===== config.mk =====
export PLATFORM = sky130hd
export DESIGN_NAME = can_tx_mailbox_arbiter_flat
export DESIGN_NICKNAME = d
export VERILOG_FILES = /design/src/rtl/can_tx_mailbox_arbiter_if.sv /design/src/rtl/can_tx_mailbox_arbiter.sv /design/src/flat_wrapper.sv
export SDC_FILE = /design/constraint.sdc
export NUM_CORES = 1
export LEC_CHECK = 0
export ABC_AREA = 1
export BUFFER_PORTS_ARGS = -buffer_cell sky130_fd_sc_hd__buf_2
export CORE_AREA = 2 2 164 166
export CTS_CLUSTER_DIAMETER = 30
export DETAILED_ROUTE_END_ITERATION = 7
export DIE_AREA = 0 0 166 168
export MAX_ROUTING_LAYER = met4
export PLACE_DENSITY_LB_ADDON = 0.15
export SYNTH_ARGS = -nofsm -noshare
export SYNTH_HDL_FRONTEND = slang
export SYNTH_SLANG_ARGS = --single-unit

===== constraint.sdc =====
create_clock -name clk -period 8.1 [get_ports clk]
set_input_delay 0.81 -clock clk [delete_from_list [all_inputs] [get_ports clk]]
set_output_delay 0.81 -clock clk [all_outputs]
set_load 0.03 [all_outputs]

===== src/rtl/can_tx_mailbox_arbiter_if.sv =====
// MAC transmit request/outcome handshake between the mailbox arbiter (master)
// and the CAN MAC TX engine (slave).
interface can_tx_mailbox_arbiter_if #(
    parameter int ID_W = 11
);
    logic            tx_valid;
    logic            tx_ready;
    logic [ID_W-1:0] tx_identifier;
    logic [3:0]      tx_dlc;
    logic [63:0]     tx_data;
    logic            tx_done;
    logic            tx_arb_lost;
    logic            tx_error;

    modport master (
        output tx_valid, tx_identifier, tx_dlc, tx_data,
        input  tx_ready, tx_done, tx_arb_lost, tx_error
    );

    modport slave (
        input  tx_valid, tx_identifier, tx_dlc, tx_data,
        output tx_ready, tx_done, tx_arb_lost, tx_error
    );
endinterface


===== src/rtl/can_tx_mailbox_arbiter.sv =====
// Shares one CAN MAC TX path among N_MB mailboxes: lowest pending identifier
// wins, lost arbitration re-queues, bus errors retry up to MAX_RETRY times.
module can_tx_mailbox_arbiter #(
    parameter int N_MB      = 4,
    parameter int ID_W      = 11,
    parameter int MAX_RETRY = 3
) (
    input  logic                 clk,
    input  logic                 reset,
    input  logic [N_MB-1:0]      mb_req,
    input  logic [N_MB-1:0]      mb_abort,
    input  logic [N_MB*ID_W-1:0] mb_id,
    input  logic [N_MB*4-1:0]    mb_dlc,
    input  logic [N_MB*64-1:0]   mb_data,
    output logic [N_MB-1:0]      mb_pending,
    output logic [N_MB-1:0]      mb_done,
    output logic [N_MB-1:0]      mb_fail,
    output logic                 busy,
    can_tx_mailbox_arbiter_if.master tx
);
    localparam int IW = $clog2(N_MB);
    localparam int RW = (MAX_RETRY > 0) ? $clog2(MAX_RETRY + 1) : 1;
    localparam logic [RW-1:0] RMAX = RW'(MAX_RETRY);

    typedef enum logic [1:0] {IDLE, SELECT, REQUEST, WAIT} state_t;

    state_t          state_q, state_d;
    logic [IW-1:0]   win_q;
    logic            abort_rec_q, abort_rec_d;
    logic [RW-1:0]   retry_q [N_MB];
    logic [RW-1:0]   retry_d [N_MB];
    logic [N_MB-1:0] pend_d, done_d, fail_d;
    logic [N_MB-1:0] cand;
    logic            sel_any;
    logic [IW-1:0]   sel_idx;
    logic [ID_W-1:0] sel_id;
    logic            inflight, wait_abort;

    assign inflight    = (state_q == REQUEST) || (state_q == WAIT);
    assign busy        = inflight;
    assign tx.tx_valid = (state_q == REQUEST);
    assign wait_abort  = abort_rec_q | mb_abort[win_q];

    // Strict less-than while scanning upward keeps the lower index on ties.
    always_comb begin
        cand    = mb_pending & ~mb_abort;
        sel_any = 1'b0;
        sel_idx = '0;
        sel_id  = '0;
        for (int i = 0; i < N_MB; i++) begin
            if (cand[i] && (!sel_any || mb_id[i*ID_W +: ID_W] < sel_id)) begin
                sel_any = 1'b1;
                sel_idx = IW'(i);
                sel_id  = mb_id[i*ID_W +: ID_W];
            end
        end
    end

    always_comb begin
        state_d     = state_q;
        abort_rec_d = abort_rec_q;
        pend_d      = mb_pending;
        done_d      = '0;
        fail_d      = '0;
        retry_d     = retry_q;

        // Host requests/aborts for every mailbox not currently on the bus.
        for (int i = 0; i < N_MB; i++) begin
            if (!(inflight && win_q == IW'(i))) begin
                if (mb_abort[i]) begin
                    fail_d[i] = mb_pending[i] | mb_req[i];
                    pend_d[i] = 1'b0;
                end else if (mb_req[i] && !mb_pending[i]) begin
                    pend_d[i]  = 1'b1;
                    retry_d[i] = '0;
                end
            end
        end

        case (state_q)
            IDLE: if (|mb_pending) state_d = SELECT;
            SELECT: begin
                abort_rec_d = 1'b0;
                state_d     = sel_any ? REQUEST : IDLE;
            end
            REQUEST: begin
                // An abort coinciding with acceptance is settled by the outcome.
                if (tx.tx_ready) begin
                    state_d     = WAIT;
                    abort_rec_d = mb_abort[win_q];
                end else if (mb_abort[win_q]) begin
                    pend_d[win_q] = 1'b0;
                    fail_d[win_q] = 1'b1;
                    state_d       = IDLE;
                end
            end
            WAIT: begin
                if (mb_abort[win_q]) abort_rec_d = 1'b1;
                if (tx.tx_done) begin
                    pend_d[win_q] = 1'b0;
                    done_d[win_q] = 1'b1;
                    state_d       = IDLE;
                end else if (tx.tx_error) begin
                    state_d = IDLE;
                    if (wait_abort || retry_q[win_q] == RMAX) begin
                        pend_d[win_q]  = 1'b0;
                        fail_d[win_q]  = 1'b1;
                        retry_d[win_q] = '0;
                    end else begin
                        retry_d[win_q] = retry_q[win_q] + RW'(1);
                    end
                end else if (tx.tx_arb_lost) begin
                    state_d = IDLE;
                    if (wait_abort) begin
                        pend_d[win_q] = 1'b0;
                        fail_d[win_q] = 1'b1;
                    end
                end
            end
            default: state_d = IDLE;
        endcase
    end

    always_ff @(posedge clk or negedge reset) begin
        if (!reset) state_q <= IDLE;
        else        state_q <= state_d;
    end

    always_ff @(posedge clk or negedge reset) begin
        if (!reset) begin
            mb_pending       <= '0;
            mb_done          <= '0;
            mb_fail          <= '0;
            abort_rec_q      <= 1'b0;
            retry_q          <= '{default: '0};
            win_q            <= '0;
            tx.tx_identifier <= '0;
            tx.tx_dlc        <= '0;
            tx.tx_data       <= '0;
        end else begin
            mb_pending  <= pend_d;
            mb_done     <= done_d;
            mb_fail     <= fail_d;
            abort_rec_q <= abort_rec_d;
            retry_q     <= retry_d;
            if (state_q == SELECT && sel_any) begin
                win_q            <= sel_idx;
                tx.tx_identifier <= sel_id;
                tx.tx_dlc        <= mb_dlc[sel_idx*4 +: 4];
                tx.tx_data       <= mb_data[sel_idx*64 +: 64];
            end
        end
    end
endmodule


===== src/flat_wrapper.sv =====
// flat-port wrapper written by rule: the top's interface ports become plain ports
module can_tx_mailbox_arbiter_flat 
#(
    parameter int N_MB      = 4,
    parameter int ID_W      = 11,
    parameter int MAX_RETRY = 3
)
  (clk, reset, mb_req, mb_abort, mb_id, mb_dlc, mb_data, mb_pending, mb_done, mb_fail, busy, tx_tx_valid, tx_tx_identifier, tx_tx_dlc, tx_tx_data, tx_tx_ready, tx_tx_done, tx_tx_arb_lost, tx_tx_error);
  can_tx_mailbox_arbiter_if #(.ID_W(ID_W)) tx_i ();
  input  logic clk;
  input  logic reset;
  input  logic [N_MB-1:0] mb_req;
  input  logic [N_MB-1:0] mb_abort;
  input  logic [N_MB*ID_W-1:0] mb_id;
  input  logic [N_MB*4-1:0] mb_dlc;
  input  logic [N_MB*64-1:0] mb_data;
  output logic [N_MB-1:0] mb_pending;
  output logic [N_MB-1:0] mb_done;
  output logic [N_MB-1:0] mb_fail;
  output logic busy;
  output wire logic [$bits(tx_i.tx_valid)-1:0] tx_tx_valid;
  output wire logic [$bits(tx_i.tx_identifier)-1:0] tx_tx_identifier;
  output wire logic [$bits(tx_i.tx_dlc)-1:0] tx_tx_dlc;
  output wire logic [$bits(tx_i.tx_data)-1:0] tx_tx_data;
  input wire logic [$bits(tx_i.tx_ready)-1:0] tx_tx_ready;
  input wire logic [$bits(tx_i.tx_done)-1:0] tx_tx_done;
  input wire logic [$bits(tx_i.tx_arb_lost)-1:0] tx_tx_arb_lost;
  input wire logic [$bits(tx_i.tx_error)-1:0] tx_tx_error;
  assign tx_tx_valid = tx_i.tx_valid;
  assign tx_tx_identifier = tx_i.tx_identifier;
  assign tx_tx_dlc = tx_i.tx_dlc;
  assign tx_tx_data = tx_i.tx_data;
  assign tx_i.tx_ready = tx_tx_ready;
  assign tx_i.tx_done = tx_tx_done;
  assign tx_i.tx_arb_lost = tx_tx_arb_lost;
  assign tx_i.tx_error = tx_tx_error;
  can_tx_mailbox_arbiter #(.N_MB(N_MB), .ID_W(ID_W), .MAX_RETRY(MAX_RETRY)) u_core (.clk(clk), .reset(reset), .mb_req(mb_req), .mb_abort(mb_abort), .mb_id(mb_id), .mb_dlc(mb_dlc), .mb_data(mb_data), .mb_pending(mb_pending), .mb_done(mb_done), .mb_fail(mb_fail), .busy(busy), .tx(tx_i));
endmodule

Word-level counts from Yosys, hierarchy flattened
Index checks and enable logic that the tools add are counted.
{ "word_totals": {"regBits": 104, "word_cells": 166} }
{ "op_classes": {"n_eq_ne": 12, "bitwise_logic": 13, "n_mux": 86, "reduce_logical": 32, "n_lt_le_gt_ge": 7, "shifts": 2, "add_sub_neg": 1} }
{ "ops": {"columns": ["op", "n"], "rows": [
  ["variable part select 256 x 9 -> 64 bit", 1],
  ["two-way mux 4 bit", 16],
  ["two-way mux 2 bit", 24],
  ["two-way mux 11 bit", 4],
  ["less-than comparator 11 bit", 3],
  ["two-way mux 8 bit", 4],
  ["two-way mux 1 bit", 29],
  ["case mux 4 bit (2 select lines)", 2],
  ["variable part select 16 x 5 -> 4 bit", 1],
  ["logical AND 1 bit", 14],
  ["== test 2 bit, second input constant", 5],
  ["bitwise AND 4 bit", 2],
  ["bitwise AND 8 bit", 1],
  ["bitwise mux 8 bit", 1],
  ["inverter 4 bit", 2],
  ["inverter 8 bit", 1],
  ["case mux 2 bit (4 select lines)", 1],
  ["zero test 1 bit", 7],
  ["AND reduction 3 bit", 2],
  ["logical OR 1 bit", 5],
  ["bitwise OR 1 bit", 5],
  ["binary-select mux 2 bit (select 2 bit)", 1],
  ["demux 2 bit (select 2 bit)", 1],
  ["== test 2 x 1 -> 1 bit, second input constant", 2],
  ["17 further kinds", 19]
]} }

Depth between registers and ports, before layout
{ "depth": {"word_depth": 17, "mapped_depth": 45, "ltp_nobuf": 40} }

Least setup slack after synthesis
Ideal clock, no wire load.
{ "synth_timing": {"path_kind": "input -> register", "from": "input mb_abort[0]", "to": "register u_core.tx.tx_data[22]", "cell_stages": 38, "n_path_buf": 4, "setup_slack_ns": 2.179, "arrival_time_ns": 5.804, "setup_ns": 0.117, "required_ns": 7.983, "cell_sequence": "nor2_1 > clkbuf_1 > nand2_1 > ha_1 > nand2_1 > nor2_1 > nand2_1 > nor2_1 > nand2_1 > nand2_1 > nand2_2 > nand2_4 > clkbuf_1 > nand2_1 > o21ai_0 > ha_1 > a21oi_1 > nor2_1 > [... 2 more ...] > nand2_2 > nand2_4 > clkbuf_1 > o21ai_0 > ha_1 > a21oi_1 > nor2_1 > a2111oi_0 > nand2_1 > nand2_2 > nand2_4 > nand2_4 > clkbuf_1 > nor2_1 > nand2_1 > nand2_1 > nand2_1 > nand2_1"} }
{ "synth_between": {"elab_chain_cells": 16, "word_cells_on_any_way": 26, "cone_classes": "order compare (3); shift (1); mux (10); bitwise (2); reduce/logical (10)"} }
{ "synth_rtl": {"columns": ["item", "line", "text"], "rows": [
  ["start: declaration", "flat_wrapper.sv:13", "input logic [N_MB-1:0] mb_abort;"],
  ["inverter 4 bit *", "can_tx_mailbox_arbiter.sv:46", "cand = mb_pending & ~mb_abort;"],
  ["bitwise AND 4 bit *", "can_tx_mailbox_arbiter.sv:46", null],
  ["two-way mux 11 bit or two-way mux 1 bit (tied branches)", "can_tx_mailbox_arbiter.sv:51", "if (cand[i] && (!sel_any || mb_id[i*ID_W +: ID_W] < sel_id)) begin"],
  ["less-than comparator 11 bit or zero test 1 bit (tied branches)", "can_tx_mailbox_arbiter.sv:51", null],
  ["logical OR 1 bit", "can_tx_mailbox_arbiter.sv:51", null],
  ["logical AND 1 bit", "can_tx_mailbox_arbiter.sv:51", null],
  ["two-way mux 11 bit or two-way mux 1 bit (tied branches)", "can_tx_mailbox_arbiter.sv:51", null],
  ["less-than comparator 11 bit or zero test 1 bit (tied branches)", "can_tx_mailbox_arbiter.sv:51", null],
  ["logical OR 1 bit", "can_tx_mailbox_arbiter.sv:51", null],
  ["logical AND 1 bit", "can_tx_mailbox_arbiter.sv:51", null],
  ["two-way mux 11 bit or two-way mux 1 bit (tied branches)", "can_tx_mailbox_arbiter.sv:51", null],
  ["less-than comparator 11 bit or zero test 1 bit (tied branches)", "can_tx_mailbox_arbiter.sv:51", null],
  ["logical OR 1 bit", "can_tx_mailbox_arbiter.sv:51", null],
  ["logical AND 1 bit", "can_tx_mailbox_arbiter.sv:51", null],
  ["two-way mux 2 bit or two-way mux 1 bit (tied branches)", "can_tx_mailbox_arbiter.sv:51", null],
  ["variable part select 256 x 9 -> 64 bit or logical AND 1 bit (tied branches)", "can_tx_mailbox_arbiter.sv:150, can_tx_mailbox_arbiter.sv:146", null],
  ["end signal: assignment", "can_tx_mailbox_arbiter.sv:150", "tx.tx_data <= mb_data[sel_idx*64 +: 64];"],
  ["end: declaration", "can_tx_mailbox_arbiter_if.sv:16", "output tx_valid, tx_identifier, tx_dlc, tx_data,"]
]} }
Every way passes the cells marked *; elsewhere a longest branch is shown, timed or not.
A chain may end at the register's enable or synchronous reset.

Worst setup path in the final report
{ "layout_timing": {"from": "input mb_abort[0]", "to": "register u_core.tx.tx_data[0]"} }
The elaborated chain is that of the path after synthesis.

==> flow_metrics.env <==
export IMPL_dieArea_sq_um=27900
export IMPL_numCtsBuffers=9
export IMPL_ir_worst_vdd_v=0.000152
export IMPL_avgSynthCellArea_sq_um=6.20
export IMPL_slew_viol_final=0
export IMPL_tightest_slew_ns=1.04
export IMPL_required_ns=8.35
export IMPL_cts_resized=0
export IMPL_fin_area_sq_um=11300
export IMPL_drc=0
export IMPL_fin_skew_ns=0.0145
export IMPL_fp_dieH_um=168
export IMPL_maxCapViolations=0
export IMPL_layout_drive_gt1_share_pct=27.7
export IMPL_post_drt_via_cell_ratio=4.93
export IMPL_hold_violations=0
export IMPL_gp_congestion=0.903
export IMPL_setup_viol_count_final=0
export IMPL_crit_start="mb_abort[0]"
export IMPL_syn_num_nets=1769
export IMPL_p_clk_share_pct=14.0
export IMPL_rr_worst_depth=33
export IMPL_layout_common_cells="447 x nand2_1, 421 x buf_2, 184 x inv_1, 153 x nor2_1, 129 x nand3_1"
export IMPL_cellLeakagePower_nw=6.59
export IMPL_p_per_area_nw_per_um2=298
export IMPL_antenna_found_initial=12
export IMPL_cts_htree_levels=3
export IMPL_clockRootBuffer="clkbuf_16"
export IMPL_port_buffers=422
export IMPL_p_seq_share_pct=25.5
export IMPL_pin_count=423
export IMPL_initial_core_util_pct=33.1
export IMPL_slowest_delay_ns=0.88
export IMPL_dp_cells=2098
export IMPL_clk_pin_slew_worst_paths_ns=0.09
export IMPL_yosysSeqAreaShare_pct=29.8
export IMPL_crit_type="input port to flip-flop"
export IMPL_worst_path_max_fanout=47
export IMPL_grt_pass1_vias=9918
export IMPL_cts_tree="yes"
export IMPL_ys_warn_count=0
export IMPL_cp_arrival_ns=7.54
export IMPL_timing_final_crit_share_pct=90.0
export IMPL_ant_nets=0
export IMPL_first_pass_iters=6
export IMPL_clockBufferDepth=2
export IMPL_grt_pass1_wl_um=53800
export IMPL_num_vias=10500
export IMPL_r2r_slack_ns=0.87
export IMPL_cp_start_kind="input port"
export IMPL_endpoint_kind="flip-flop"
export IMPL_core_area_sq_um=26400
export IMPL_synthesis_area_sq_um=8730
export IMPL_switching_share_pct=53.9
export IMPL_crit_top_cell="nand2_1"
export IMPL_grt_use_total_pct=24.8
export IMPL_syn_instance_count=1408
export IMPL_status="finished, final reports clean"
export IMPL_worst_slack_ns=0.810
export IMPL_clk_latency_ns=0.36
export IMPL_clock_sinks=104
export IMPL_layout_cells_non_filler=2127
export IMPL_die_x_um=166
export IMPL_synth_seq_cells=104
export IMPL_switchingPower_mw=1.83
export IMPL_placed_area_sq_um=11000
export IMPL_cts_setup_buffers=0
export IMPL_whs_ns=0.358
export IMPL_syn2layout_area_growth_pct=30.1
export IMPL_crit_slowest_cell="nand2_2"
export IMPL_crit_end="u_core.tx.tx_data[0]$_DFFE_PN0P_"
export IMPL_hold_class="input port to asynchronous set/reset pin"
export IMPL_slew_limit_headroom_pct=30.9
export IMPL_power_total_mw=3.39
export IMPL_rows=60
export IMPL_max_freq_ghz=0.137
export IMPL_dp_hpwl_um=26000
export IMPL_drt_initial_drc_count=760
export IMPL_final_common_cell="nand2_1"
export IMPL_p_comb_share_pct=60.6
export IMPL_grt_max_degree=79
export IMPL_intPower_mw=1.56
export IMPL_nets=2129
export IMPL_rsz0062_at_grt="false"
export IMPL_grt_overflow=0
export IMPL_post_route_util_pct=43.1
export IMPL_period_needed_ns=7.29
export IMPL_wire_per_inst_um=16.4
export IMPL_yosysUniqueCellTypes=38
export IMPL_wl_um=35000
export IMPL_r2r_end="u_core.tx.tx_data[0]$_DFFE_PN0P_"
export IMPL_preCtsSetupSlack_ns=0.433
export IMPL_fin_setup_tns_ns=0
export IMPL_ctsHoldBuffers=0
export IMPL_r2r_start="u_core.mb_pending[0]$_DFF_PN0_"
==> state kept, by name, indices dropped and copies added, names as in the netlist <==
register and flops:
u_core.tx.tx_data 64, u_core.tx.tx_identifier 11, u_core.retry_q 8, u_core.mb_done 4, u_core.mb_fail 4, u_core.mb_pending 4
u_core.tx.tx_dlc 4, u_core.state_q 2, u_core.win_q 2, u_core.abort_rec_q 1
==> critical path: cells and delay by family <==
kind            cells  cell delay [ns]
fa+ha+maj           3             0.97
compound gates      7             2.05
buf+inv             2             0.32
simple gates       21             3.32
==> cell usage after synthesis, drive strengths merged <==
library cell | number | area, sq um
a2111oi | 3 | 26.3
a21boi | 1 | 7.51
a21oi | 49 | 245
a221oi | 1 | 8.76
a22oi | 1 | 7.51
a31oi | 4 | 25.0
buf | 33 | 199
clkbuf | 53 | 203
clkinv | 3 | 11.3
dfrtp | 104 | 2600
ha | 31 | 388
inv | 188 | 706
nand2 | 456 | 1750
nand3 | 131 | 661
nand3b | 47 | 353
nand4 | 27 | 169
nor2 | 155 | 582
nor3 | 3 | 15.0
nor4 | 1 | 6.26
nor4b | 1 | 8.76
o2111ai | 22 | 193
o211ai | 3 | 22.5
o21ai | 43 | 215
o221ai | 2 | 17.5
o22ai | 15 | 93.8
o311ai | 1 | 8.76
o31ai | 2 | 15.0
o32ai | 4 | 35.0
or2 | 24 | 150
==> power by group through the flow <==
stage,Clock [mW],Sequential (mW),Combinational (mW)
2_1_floorplan,0,1.24,1.04
3_3_place_gp,0,0.866,2.05
3_5_place_dp,0,0.865,2.06
4_1_cts,0.490,0.863,2.06
5_1_grt,0.509,0.892,2.27
6_report,0.474,0.863,2.05
==> kinds of logic after synthesis <==
family                   share of synthesized area, %
AND/OR/NAND/NOR                                  42.4
buffers and inverters                            12.8
AO/OA/AOI/OAI                                    10.6
flip-flops                                       29.8
adder cells (fa/ha/maj)                          4.45
==> worst min-delay path by stage <==
stage,start,slack (ns),cells after the start,endpoint
after CTS,reset,0.36,1,u_core.mb_done[2]$_DFF_PN0_
after global routing,reset,0.37,1,u_core.mb_done[0]$_DFF_PN0_
after global placement,u_core.tx.tx_dlc[1]$_DFFE_PN0P_,0.46,2,u_core.tx.tx_dlc[1]$_DFFE_PN0P_
after floorplan,u_core.abort_rec_q$_DFFE_PN0P_,0.47,2,u_core.abort_rec_q$_DFFE_PN0P_
after detailed placement,u_core.tx.tx_identifier[5]$_DFFE_PN0P_,0.46,2,u_core.tx.tx_identifier[5]$_DFFE_PN0P_
final,reset,0.36,1,u_core.mb_done[0]$_DFF_PN0_
==> area by class of cell <==
type	count	area (sq um)
diodes	13	32.5
clock buffers	9	225
clock inverters	7	96.3
fillers	2907	15000
inverters	191	719
multi-input cells	1027	5030
flip-flops and latches	104	2600
well taps	341	427
repair buffers	435	2210
==> routing by layer <==
layer	vias to the layer above	wire length, um	global-route usage, %
li1	5221	-	-
met1	4801	15100	31.1
met2	418	16700	40.3
met3	46	2430	4.98
met4	0	685	7.79
met5	-	0	-
No activity file was read; power rests on OpenSTA's default activity.
